--- src/rtl/tinker_fetch_unit.sv ---
// ---------------------------------------------------------------------------
// tinker_fetch_unit
//
// Instruction fetch stage for tinker_core. Owns the program counter, issues
// one 32-bit instruction read at a time to instruction memory over a req/ack
// handshake, and buffers returned words (with their PCs) in a small prefetch
// FIFO that feeds the decoder through a valid/ready handshake. A redirect
// from execute flushes the FIFO and restarts fetch at the new PC.
//
// Ports:
//   clk            in   1   clock, all state updates on the rising edge
//   reset_n        in   1   asynchronous active-low reset
//   imem_req       out  1   read request to instruction memory
//   imem_addr      out  64  byte address of the requested word (bits [1:0] = 0)
//   imem_ack       in   1   memory accepts the request and returns data now
//   imem_rdata     in   32  instruction word, sampled only on a transfer
//   redirect_valid in   1   flush the FIFO and restart fetch
//   redirect_pc    in   64  restart PC, bits [1:0] ignored
//   inst_valid     out  1   FIFO head holds an instruction
//   inst_ready     in   1   decoder consumes the head this cycle
//   inst_out       out  32  instruction at the FIFO head
//   inst_pc        out  64  PC of the instruction at the FIFO head
// ---------------------------------------------------------------------------
module tinker_fetch_unit #(
    parameter logic [63:0] RESET_PC   = 64'h2000,
    parameter int          FIFO_DEPTH = 4
) (
    input  logic        clk,
    input  logic        reset_n,
    output logic        imem_req,
    output logic [63:0] imem_addr,
    input  logic        imem_ack,
    input  logic [31:0] imem_rdata,
    input  logic        redirect_valid,
    input  logic [63:0] redirect_pc,
    output logic        inst_valid,
    input  logic        inst_ready,
    output logic [31:0] inst_out,
    output logic [63:0] inst_pc
);

    localparam int PTR_W = (FIFO_DEPTH > 1) ? $clog2(FIFO_DEPTH) : 1;
    localparam int CNT_W = PTR_W + 1;

    // REQ     : normal fetching, request raised whenever a FIFO slot is free.
    // DISCARD : a request issued before a redirect is still outstanding; its
    //           data must be swallowed when it finally completes.
    typedef enum logic [0:0] {
        ST_REQ     = 1'b0,
        ST_DISCARD = 1'b1
    } state_t;

    state_t             r_state;
    state_t             w_state_next;

    // Held low through reset and set on the first edge afterwards so that
    // imem_req only rises once the block is actually running.
    logic               r_run;
    logic [63:0]        r_fetch_pc;
    // Address of the request that was in flight when we entered DISCARD;
    // the memory handshake requires it to stay on imem_addr until the ack.
    logic [63:0]        r_stale_addr;
    logic [CNT_W-1:0]   r_count;
    logic [PTR_W-1:0]   r_rd_ptr;
    logic [PTR_W-1:0]   r_wr_ptr;

    logic [31:0]        r_mem_inst [FIFO_DEPTH];
    logic [63:0]        r_mem_pc   [FIFO_DEPTH];

    logic               w_slot_free;
    logic               w_req;
    logic [63:0]        w_addr;
    logic               w_push;
    logic               w_pop;
    logic               w_valid;
    logic [63:0]        w_redirect_target;

    assign w_slot_free       = (r_count < CNT_W'(FIFO_DEPTH));
    assign w_valid           = (r_count != '0);
    // A redirect wipes the FIFO in the same edge, so a pop is meaningless.
    assign w_pop             = w_valid && inst_ready && !redirect_valid;
    assign w_redirect_target = redirect_pc & ~64'd3;

    // -----------------------------------------------------------------------
    // Fetch FSM: next state and handshake outputs
    // -----------------------------------------------------------------------
    always_comb begin
        w_state_next = r_state;
        w_req        = 1'b0;
        w_addr       = r_fetch_pc;
        w_push       = 1'b0;

        case (r_state)
            ST_REQ: begin
                // The slot is reserved at request time: count cannot grow
                // while the request is pending, so the ack always fits.
                w_req  = r_run && w_slot_free;
                w_addr = r_fetch_pc;
                if (w_req && imem_ack) begin
                    // A same-cycle redirect drops the returned word.
                    w_push = !redirect_valid;
                end else if (w_req && redirect_valid) begin
                    w_state_next = ST_DISCARD;
                end
            end

            ST_DISCARD: begin
                w_req  = 1'b1;
                w_addr = r_stale_addr;
                // The stale request completes here; further redirects only
                // move fetch_pc. If an ack coincides with another redirect
                // the old request is still done, so fetch resumes normally.
                if (imem_ack) begin
                    w_state_next = ST_REQ;
                end
            end

            default: begin
                w_state_next = ST_REQ;
            end
        endcase
    end

    // -----------------------------------------------------------------------
    // State, PC and FIFO bookkeeping
    // -----------------------------------------------------------------------
    always_ff @(posedge clk or negedge reset_n) begin
        if (!reset_n) begin
            r_state      <= ST_REQ;
            r_run        <= 1'b0;
            r_fetch_pc   <= RESET_PC;
            r_stale_addr <= RESET_PC;
            r_count      <= '0;
            r_rd_ptr     <= '0;
            r_wr_ptr     <= '0;
        end else begin
            r_state <= w_state_next;
            r_run   <= 1'b1;

            // While in REQ the address on the bus is fetch_pc; remember it
            // so that entering DISCARD keeps presenting the same address.
            if (r_state == ST_REQ) begin
                r_stale_addr <= r_fetch_pc;
            end

            if (redirect_valid) begin
                r_fetch_pc <= w_redirect_target;
                r_count    <= '0;
                r_rd_ptr   <= '0;
                r_wr_ptr   <= '0;
            end else begin
                if (w_push) begin
                    r_fetch_pc <= r_fetch_pc + 64'd4;
                    r_wr_ptr   <= r_wr_ptr + PTR_W'(1);
                end
                if (w_pop) begin
                    r_rd_ptr <= r_rd_ptr + PTR_W'(1);
                end
                case ({w_push, w_pop})
                    2'b10:   r_count <= r_count + CNT_W'(1);
                    2'b01:   r_count <= r_count - CNT_W'(1);
                    default: r_count <= r_count;
                endcase
            end
        end
    end

    // FIFO storage: no reset needed, occupancy is tracked by r_count.
    always_ff @(posedge clk) begin
        if (w_push) begin
            r_mem_inst[r_wr_ptr] <= imem_rdata;
            r_mem_pc[r_wr_ptr]   <= r_fetch_pc;
        end
    end

    // -----------------------------------------------------------------------
    // Outputs
    // -----------------------------------------------------------------------
    assign imem_req   = w_req;
    assign imem_addr  = w_addr;
    assign inst_valid = w_valid;
    // Head data is forced to zero when empty so stale storage never shows.
    assign inst_out   = w_valid ? r_mem_inst[r_rd_ptr] : 32'd0;
    assign inst_pc    = w_valid ? r_mem_pc[r_rd_ptr]   : 64'd0;

endmodule

--- config.mk ---
export PLATFORM = sky130hd
export DESIGN_NAME = tinker_fetch_unit
export DESIGN_NICKNAME = d
export VERILOG_FILES = /design/src/rtl/tinker_fetch_unit.sv
export SDC_FILE = /design/constraint.sdc
export NUM_CORES = 1
export LEC_CHECK = 0
export ABC_AREA = 1
export CAP_MARGIN = 10
export CORE_MARGIN = 3
export CORE_UTILIZATION = 68
export DETAILED_ROUTE_END_ITERATION = 10
export DONT_BUFFER_PORTS = 1
export PLACE_DENSITY = 0.9
export SLEW_MARGIN = 10
export SYNTH_ARGS = -nofsm -noshare
export SYNTH_HDL_FRONTEND = slang
export SYNTH_SLANG_ARGS = --single-unit
--- constraint.sdc ---
create_clock -name clk -period 8.3 [get_ports clk]
set_input_delay 0.83 -clock clk [delete_from_list [all_inputs] [get_ports clk]]
set_output_delay 0.83 -clock clk [all_outputs]
set_load 0.02 [all_outputs]
# Yosys cells after proc, flatten, opt, wreduce, memory -nomap -nowiden
# Memory sizes are Yosys's and may differ from the RTL's.
# Cells that the tools add are included.
classes:
  addsub: 5
  magnitude_cmp: 1
  eq_ne: 2
  mux: 20
  bitwise_logic: 1
  n_reduce_logical: 10
op_table:
  columns: ["cell", "n"]
  rows:
  - ["64-bit 2-to-1 mux", 3]
  - ["64-bit one-hot mux with 2 select lines", 1]
  - ["64-bit by 3-bit adder with 64-bit output (second input constant)", 1]
  - ["32-bit 2-to-1 mux", 1]
  - ["2-bit 2-to-1 mux", 4]
  - ["1-bit 2-to-1 mux", 7]
  - ["3-bit one-hot mux with 2 select lines", 1]
  - ["3-bit nonzero test", 2]
  - ["1-bit logical AND", 5]
  - ["2-bit by 1-bit adder with 2-bit output (second input constant)", 2]
  - ["1-bit one-hot mux with 2 select lines", 2]
  - ["2-bit nonzero test", 2]
  - ["3-bit by 1-bit adder with 3-bit output (second input constant)", 1]
  - ["3-bit < comparator (second input constant)", 1]
  - ["3-bit 2-to-1 mux", 1]
  - ["3-bit by 1-bit subtractor with 3-bit output (second input constant)", 1]
  - ["2-bit by 1-bit == test with 1-bit output (second input constant)", 1]
  - ["2-bit == test (second input constant)", 1]
  - ["1-bit logical NOT", 1]
  - ["1-bit inverter", 1]
word_totals:
  ff_bits: 137
  ram_bits: 384
  in_bits: 101
  out_inout_bits: 162
  memories: 2
memory_table:
  columns: ["memory", "depth", "word_bits", "rd", "rd_ports_with_merged_regs", "write_ports", "line", "text"]
  rows:
  - ["r_mem_pc", 4, 64, 1, 0, 1, "68", "logic [63:0] r_mem_pc [FIFO_DEPTH];"]
  - ["r_mem_inst", 4, 32, 1, 0, 1, "67", "logic [31:0] r_mem_inst [FIFO_DEPTH];"]

# Longest topological paths before layout
# Gate-level depths: netlist of the first run.
logic_depth:
  depth_word: 8
  depth_mapped: 11
  mapped_depth_nobuf: 11

# Worst setup path before layout of the first run
# Ideal clock, no wire load.
synth_timing:
  path_type: "in2reg"
  from: "in redirect_valid"
  to: "mem r_mem_inst[0][0] (enable)"
  setup_time_ns: 0.548
  arrival_time_ns: 5.310
  t_required_ns: 7.752
  slack_ns: 2.442
  cell_stages: 4
  n_path_buf: 1
  path_cell_list: "nor2_1 > nand4_2 > clkbuf_1 > nor2_1"
synth_between:
  elab_chain_len: 5
synth_lines:
  columns: ["element", "line", "text"]
  rows:
  - ["start, declared", "34", "input logic redirect_valid,"]
  - ["1-bit logical NOT", "101", "w_push = !redirect_valid;"]
  - ["1-bit 2-to-1 mux", "99", "if (w_req && imem_ack) begin"]
  - ["1-bit 2-to-1 mux", "93", "case (r_state)"]
  - ["1-bit 2-to-1 mux", "170", "if (w_push) begin"]
  - ["1-bit 2-to-1 mux (not written as such)", "171", "r_mem_inst[r_wr_ptr] <= imem_rdata;"]
  - ["end, declared", "67", null]
# Every way passes these cells.

# Worst setup path in the final report of the first run
layout_timing:
  from: "reg r_rd_ptr[0]"
  to: "out inst_pc[31]"
layout_between:
  elab_chain_len: 2
layout_lines:
  columns: ["element", "line", "text"]
  rows:
  - ["start, declared", "64", "logic [PTR_W-1:0] r_rd_ptr;"]
  - ["start signal, assigned", "157", "r_rd_ptr <= r_rd_ptr + PTR_W'(1);"]
  - ["memory read 4 x 64 bit", null, null]
  - ["64-bit 2-to-1 mux", "184", "assign inst_pc = w_valid ? r_mem_pc[r_rd_ptr] : 64'd0;"]
  - ["end, declared", "39", "output logic [63:0] inst_pc"]
# Every way passes these cells.

==> results of run 1 <==
synthesized netlist by cell type, drive strengths merged (2+ instances only):
cell | number | area, sq um
a21oi | 98 | 490
buf | 54 | 263
clkbuf | 54 | 203
clkinv | 3 | 11.3
conb | 2 | 7.51
dfrtp | 131 | 3280
dfstp | 2 | 52.6
edfxtp | 376 | 11300
ha | 5 | 62.6
inv | 140 | 526
nand2 | 392 | 1500
nand3 | 83 | 425
nand4 | 7 | 50.1
nor2 | 505 | 1950
o211ai | 10 | 75.1
o21ai | 309 | 1550
o21bai | 9 | 67.6
o221ai | 2 | 17.5
o22ai | 2 | 12.5
xor2 | 14 | 123
state kept, by name (all words and copies together) (netlist names):
register,cells
r_fetch_pc,62
r_stale_addr,62
r_rd_ptr,2
r_state,1
r_wr_ptr,2
r_mem_pc,248
r_run,1
r_mem_inst,128
r_count,3
cell families after synthesis:
family	count (synthesis)	share of synthesized area, %
other	2	0.0341
flip-flops	509	66.4
buffers and inverters	251	4.55
AND/OR/NAND/NOR	990	17.9
AO/OA/AOI/OAI	433	10.2
XOR/XNOR	15	0.597
adder cells (fa/ha/maj)	6	0.375
area by class of cell:
cell class	instances	share of cell area (%)
clock inverter	14	0.433
sequential	509	61.7
clock buffer	73	5.83
multi-input combinational	1449	27.1
tap	402	2.12
inverter	143	2.27
timing repair buffer	14	0.528
layer usage:
layer,vias up,global-route usage (%),wire length (microns)
met3,164,6.23,6520
met2,1038,51.6,26600
met4,0,12.3,2260
li1,7310,-,-
met5,-,0,0
met1,7677,43.7,20900
per-stage QoR:
stage          hold WS (ps)  power [W]  cells  util (%)  setup WS [ps]
5_1_grt                 101    0.00711   2604      74.8           3510
3_3_place_gp            538    0.00471   2516      70.0           4440
4_1_cts                 109    0.00685   2604      74.8           3700
3_5_place_dp            538    0.00477   2516      70.0           4370
2_1_floorplan           497    0.00437   2209         -           2440
6_report                114    0.00685   2604      74.8           3640
how the worst max path moves through the flow:
stage              startpoint          endpoint
6_report          r_rd_ptr[0]       inst_pc[31]
5_1_grt           r_rd_ptr[0]       inst_pc[31]
4_1_cts           r_rd_ptr[0]       inst_pc[31]
3_5_place_dp      r_rd_ptr[0]       inst_pc[31]
3_3_place_gp      r_rd_ptr[1]       inst_pc[52]
2_1_floorplan  redirect_valid  r_mem_inst[0][0]
timing repair:
| item | in CTS | in global routing |
|---|---|---|
| endpoints found under the hold margin | 131 | 0 |
| hold buffers | 1 | 0 |
| setup buffers | 0 | 0 |
| gates resized for setup | 0 | 0 |
power by group:
part           total, W  switching (W)  internal, W
Combinational   0.00166        0.00136     0.000300
Clock           0.00208       0.000896      0.00118
Sequential      0.00311       0.000179      0.00293
Total           0.00685        0.00244      0.00441
==> run summary, run 1 <==
TritonCTS built the clock tree. The total count of hold-check failures in the final report was 0. The total area of multi-input combinational cells is 0.00644 sq mm, and the placed standard-cell area is 0.0222 sq mm.

For this design the top-level I/O count stands at 263. The critical path goes through buf_4, buf_4, nor2_1, nor2_1, o21ai_0, a21oi_1. The clock passes through at most 3 buffers. The first detailed-routing pass took 6 iterations. The routed layout has 16189 vias.

The number of buffers and inverters on the critical path is 2, and the count of inserted antenna diode cells is 0. The final layout net count was 2273; the fraction of the yosys area taken by sequential cells was 66.4%. Static timing analysis puts the maximum clock frequency at 214 MHz. After the first detailed-routing iteration, the DRC count stood at 2083. For this run, the leading register cell type out of synthesis is sky130_fd_sc_hd__edfxtp_1. Startpoint kind of the worst setup timing path: a flip-flop. The power per cell area is 289 mW/mm^2, and the delay of the slowest cell on the worst path is 920 ps. The standard cell core area is 0.0317 sq mm. Cell at the root of the clock tree: sky130_fd_sc_hd__clkbuf_16. The total of fill cells in the finished design was 1951. The run finished with clean final reports.

The HPWL after detailed placement was 35200 microns. The antenna violation net count after detailed routing came out at 0. The largest voltage drop on the vdd net is 0.193 mV. Data required time of the worst path: 7470 ps. The transition time at the pin with the least slew margin was 1200 ps. The floorplan step defined a die boundary enclosing 0.0346 sq mm. The number of buffers inserted during clock tree synthesis came out at 49. STA classifies the critical path endpoint as a primary output.

The most frequent standard cell in the layout excluding fill and tap cells is sky130_fd_sc_hd__nor2_1. The number of synthesized register bits was 509. The clock transition at the registers of the reported paths was 60 ps. The library cells used most frequently in the layout, excluding fill and tap cells, are sky130_fd_sc_hd__nor2_1, sky130_fd_sc_hd__nand2_1, sky130_fd_sc_hd__edfxtp_1. The via count of the first global-routing pass came out at 15548.

A synthesized cell averages 9.98 sq um. Cells with a size suffix above 1 make up 5.45% of the layout. The cell count after synthesis came out at 2206. After layout, the worst path uses 56.2% of the clock period. The critical-path maximum fanout works out to 110. The worst setup slack for register-to-register paths came out at 4900 ps. The reported leakage power came out at 8.86 nW.

Critical path depth: 6. In this run the critical register-to-register path is captured at r_mem_pc[2][49]. The number of buffer cells added on primary ports is 0, and the initial standard-cell utilization of the core is 69.4%. The post-route cell area came out at 0.0237 sq mm. The slowest stage of the critical path belongs to the cell sky130_fd_sc_hd__buf_4. Arrival time at the worst endpoint: 3830 ps. Setup repair after global routing left no endpoint under its margin. The final setup violation count was 0.

The fraction of synthesis flops using an asynchronous set or reset pin came out at 26.1%. Kind of cell adding the most delay to the critical path: buffers and inverters. Wires add up to 56300 microns.

In this run the worst hold path is classified as in -> async. Footprint of the flip-flops and latches: 0.0146 sq mm. For this run, the total global-route usage over all layers was measured as 31.9%.

The number of distinct standard cells referenced by the synthesized netlist is 38. The worst setup path is of the reg -> out kind. For the finished layout, the period the worst path requires is 4660 ps. In the final routed layout, each cell accounts on average for 21.6 microns.

The routed via count divided by cell count is 6.22, and the clock sink count is 509. The yosys synthesis warning count was 0; the detailed-route DRC error count was 0. The run gives 132 as the maximum number of pins on one net before global-route repair. The startpoint identified for the worst register-to-register timing path is r_state. The floorplan step set the die height to 186 microns.

The width of the die came out at 186 microns. The initial antenna violation count was 0. Global routing finished with a remaining overflow of 0.

The first global-routing pass estimated 84800 microns of wire. In this run the core area contains 65 standard-cell rows. The clock arrives with 23.5 ps of skew. Max-capacitance violation count: 0. For the count of pins over their slew limit, the log shows 0. The layout overhead on the synthesized area was 7.71%; the final setup TNS was 0 ps. The clock network latency to the later pin of the worst-skew pair was 560 ps; the maximum level of the CTS H-tree was 2. The worst reg-to-reg path cell count is 5.

The synthesized design contains 376 enable-type register cells. The synthesized netlist occupies a cell area of 0.0220 sq mm. The placer's final routability congestion estimate was 0.941. The tools report the worst slew margin relative to its limit as 19.9%.
No activity file was read; power rests on OpenSTA's default activity.
==> run 2: changes to the inputs <==
--- a/config.mk
+++ b/config.mk
@@ -8,10 +8,10 @@
 export ABC_AREA = 1
 export CAP_MARGIN = 10
 export CORE_MARGIN = 3
-export CORE_UTILIZATION = 68
+export CORE_UTILIZATION = 64
 export DETAILED_ROUTE_END_ITERATION = 10
 export DONT_BUFFER_PORTS = 1
-export PLACE_DENSITY = 0.9
+export PLACE_DENSITY = 0.86
 export SLEW_MARGIN = 10
 export SYNTH_ARGS = -nofsm -noshare
 export SYNTH_HDL_FRONTEND = slang
==> constraint.sdc (replaced) <==
create_clock -name clk -period 4.5 [get_ports clk]
set_input_delay 0.45 -clock clk [delete_from_list [all_inputs] [get_ports clk]]
set_output_delay 0.45 -clock clk [all_outputs]
set_load 0.02 [all_outputs]
==> run 2 against run 1 <==
Net effect:
- sequential share of layout area shrank 1.5 points
- via count shrank 0.67%
- global-route usage shrank 1.1 points
- clock skew shrank 11 ps
- setup slack lost 2900 ps
- design area grew 2.6%
- wire length grew 0.65%
- total power grew 87%
- clock power grew 89%
- die area grew 6.0%
- core utilization shrank 2.6 points
- critical endpoint is now inst_pc[25]
- largest cell class unchanged
- highest routed layer unchanged
==> run summary, run 2 (same netlist as run 1, synthesis figures left out) <==
The worst reg-to-reg path cell count was 8; the via total after detailed routing was 16081. Max-cap violations in this run came to 0. The worst-case IR drop observed on VDD is 0.457 mV. The clock passes through at most 3 buffers.

The die covers 0.0367 sq mm. Data on the critical path is required at its endpoint by 4050 ps. The placer's final routability congestion estimate was 0.952. Via count of the first global-routing pass: 15465. The overall die height is 191 microns, and the worst slew margin relative to its limit is 25.0%. The setup path with the least slack is of type reg -> out. For this run, design rule violations remaining after detail routing come to 0.

For the arrival time at the worst endpoint, the log shows 3270 ps. In the global route stage, overall resource usage came out at 30.8%. The tree is rooted in a sky130_fd_sc_hd__clkbuf_16.

The clock net in this run drives a total of 509 sinks. Measured along the x axis, the die boundary spans 191 microns. Global route total overflow: 0. TritonCTS built the clock tree. The run gives 134 as the maximum number of pins on one net before global-route repair.

The library cell used most frequently in the layout, excluding fill and tap cells, is sky130_fd_sc_hd__nor2_1. The boundary pin count was 263. The run finished with clean final reports. For this design the ratio of total power to cell area is 526 mW/mm^2. The final core utilization is 72.2%.

For the placed standard-cell area, the log shows 0.0223 sq mm. The wire length reported by the detailed router was 56600 microns; the critical-path maximum fanout was 108. The routed via count divided by cell count was 5.95. Buffers placed on the I/O ports in this run total 0. The run gives 25.3 ps as the final hold slack.

The tools report the wire length of the first global-routing pass as 85400 microns. After clock tree synthesis, the clock-pin slew on the worst setup and hold paths is 70 ps. The transition time at the pin with the least slew margin was 1120 ps; the share of cells above drive strength 1 was 5.73%. Endpoint class of the critical path: a primary output. The final layout net count was 2323; the standard cell core area was 0.0337 sq mm. The worst setup path is launched from a flip-flop. Compared with the post-synthesis result, the final layout area differs by 10.5%. Once detail routing completed, the nets flagged for antenna violations numbered 0. The flip-flop count of the largest register, all copies and words added came out at 248. The logs give 65.3% for the initial standard-cell utilization of the core and 0 for the total count of hold-check failures in the final report.

The most flop-heavy register was r_mem_pc. The floorplan has 67 rows. The reported leakage power is 9.11 nW, and the final setup violation count is 0.

Post-cts gate resize count: 0. The post-route minimum period was 3720 ps; the post-route cell area was 0.0243 sq mm. The logs give 269 MHz for the highest clock rate and 0 for the initial antenna violation count. For the final database, setup skew stands at 12.2 ps.

The detailed router finished its first iteration with 1613 violations. The final cycle utilization of the critical path is 82.6%, and the cell depth of the worst hold path is 2. At the later pin of the worst-skew pair, clock insertion delay measures 570 ps. The first detailed-routing pass ran for 6 iterations.

Leaving out fill and tap cells, the most frequent cells in the layout are sky130_fd_sc_hd__nor2_1, sky130_fd_sc_hd__nand2_1, sky130_fd_sc_hd__edfxtp_1. Once the clock tree was built, the setup fixing pass inserted 0 buffers. The count of pins over their slew limit is 0, and the count of inserted antenna diode cells is 0. The path class of the tightest hold or removal check is in -> reg.

After detailed routing, the average wire length per cell comes to 21.0 microns. The run gives 2 as the maximum level of the CTS H-tree. The largest registers in the layout are r_mem_pc (248), r_mem_inst (128). Setup repair after global routing left no endpoint under its margin.

The tools report the number of buffers inserted during clock tree synthesis as 48. The HPWL after detailed placement was 35600 microns.
[run 2: changes by cell type in the layout (fill, tap and decap cells not counted), moves of 2 or more]
| cell | delta |
|---|---|
| sky130_fd_sc_hd__buf_4 | +7 |
| sky130_fd_sc_hd__bufinv_16 | +4 |
| sky130_fd_sc_hd__clkbuf_1 | -6 |
| sky130_fd_sc_hd__clkbuf_16 | -3 |
| sky130_fd_sc_hd__clkinv_1 | +4 |
| sky130_fd_sc_hd__clkinv_2 | +2 |
| sky130_fd_sc_hd__dlygate4sd3_1 | +43 |
[run 2: area by class of cell]
cell class | count | area, sq um
flip-flops and latches | 509 | 14600
fillers | 2271 | 9380
multi-input cells | 1449 | 6440
clock buffers | 62 | 1260
repair buffers | 65 | 628
well taps | 448 | 561
inverters | 143 | 541
clock inverters | 25 | 263
[run 2: repair_timing]
action | 4_1_cts | 5_1_grt
hold buffers | 44 | 0
endpoints found under the setup margin | 0 | 0
hold endpoints to repair | 268 | 0
[run 2: metrics by stage]
step	total power (W)	worst slack [ps]	instances	TNS, ps
2_1_floorplan	0.00806	-978	2209	-367810
3_3_place_gp	0.00874	1480	2570	0
4_1_cts	0.0128	775	2701	0
6_report	0.0128	783	2701	0
3_5_place_dp	0.00885	1430	2570	0
5_1_grt	0.0133	602	2701	0
[run 2: final timing paths]
check	slack (ps)	startpoint	endpoint
max in group asynchronous	3380	reset_n	r_rd_ptr[1]
max reg2reg	1470	r_state	r_count[2]
max	780	r_rd_ptr[0]	inst_pc[25]
min in group asynchronous	540	reset_n	r_fetch_pc[41]
min reg2reg	580	r_fetch_pc[10]	r_mem_pc[3][10]
min	30	redirect_pc[13]	r_fetch_pc[13]
[run 2: worst max-delay path, stage by stage (launching register included)]
cell	delay, ps
sky130_fd_sc_hd__dfrtp_4	660
sky130_fd_sc_hd__buf_4	920
sky130_fd_sc_hd__nor2_1	120
sky130_fd_sc_hd__nor2_1	150
sky130_fd_sc_hd__o21ai_0	160
sky130_fd_sc_hd__a21oi_1	650
[run 2: layer usage]
metal	up-vias	track usage (%)	share of wire [%]
met4	0	13.1	4.2
met2	903	49.1	47
met5	-	0	0
met1	7630	42.4	38
met3	137	5.43	10
li1	7411	-	-
[run 2: power by group]
group          internal [W]  switching [W]  leakage (nW)  total, W
clock               0.00227        0.00166         0.747   0.00393
sequential          0.00541       0.000344          5.02   0.00575
combinational      0.000597        0.00253          3.34   0.00312
total               0.00827        0.00453          9.11    0.0128
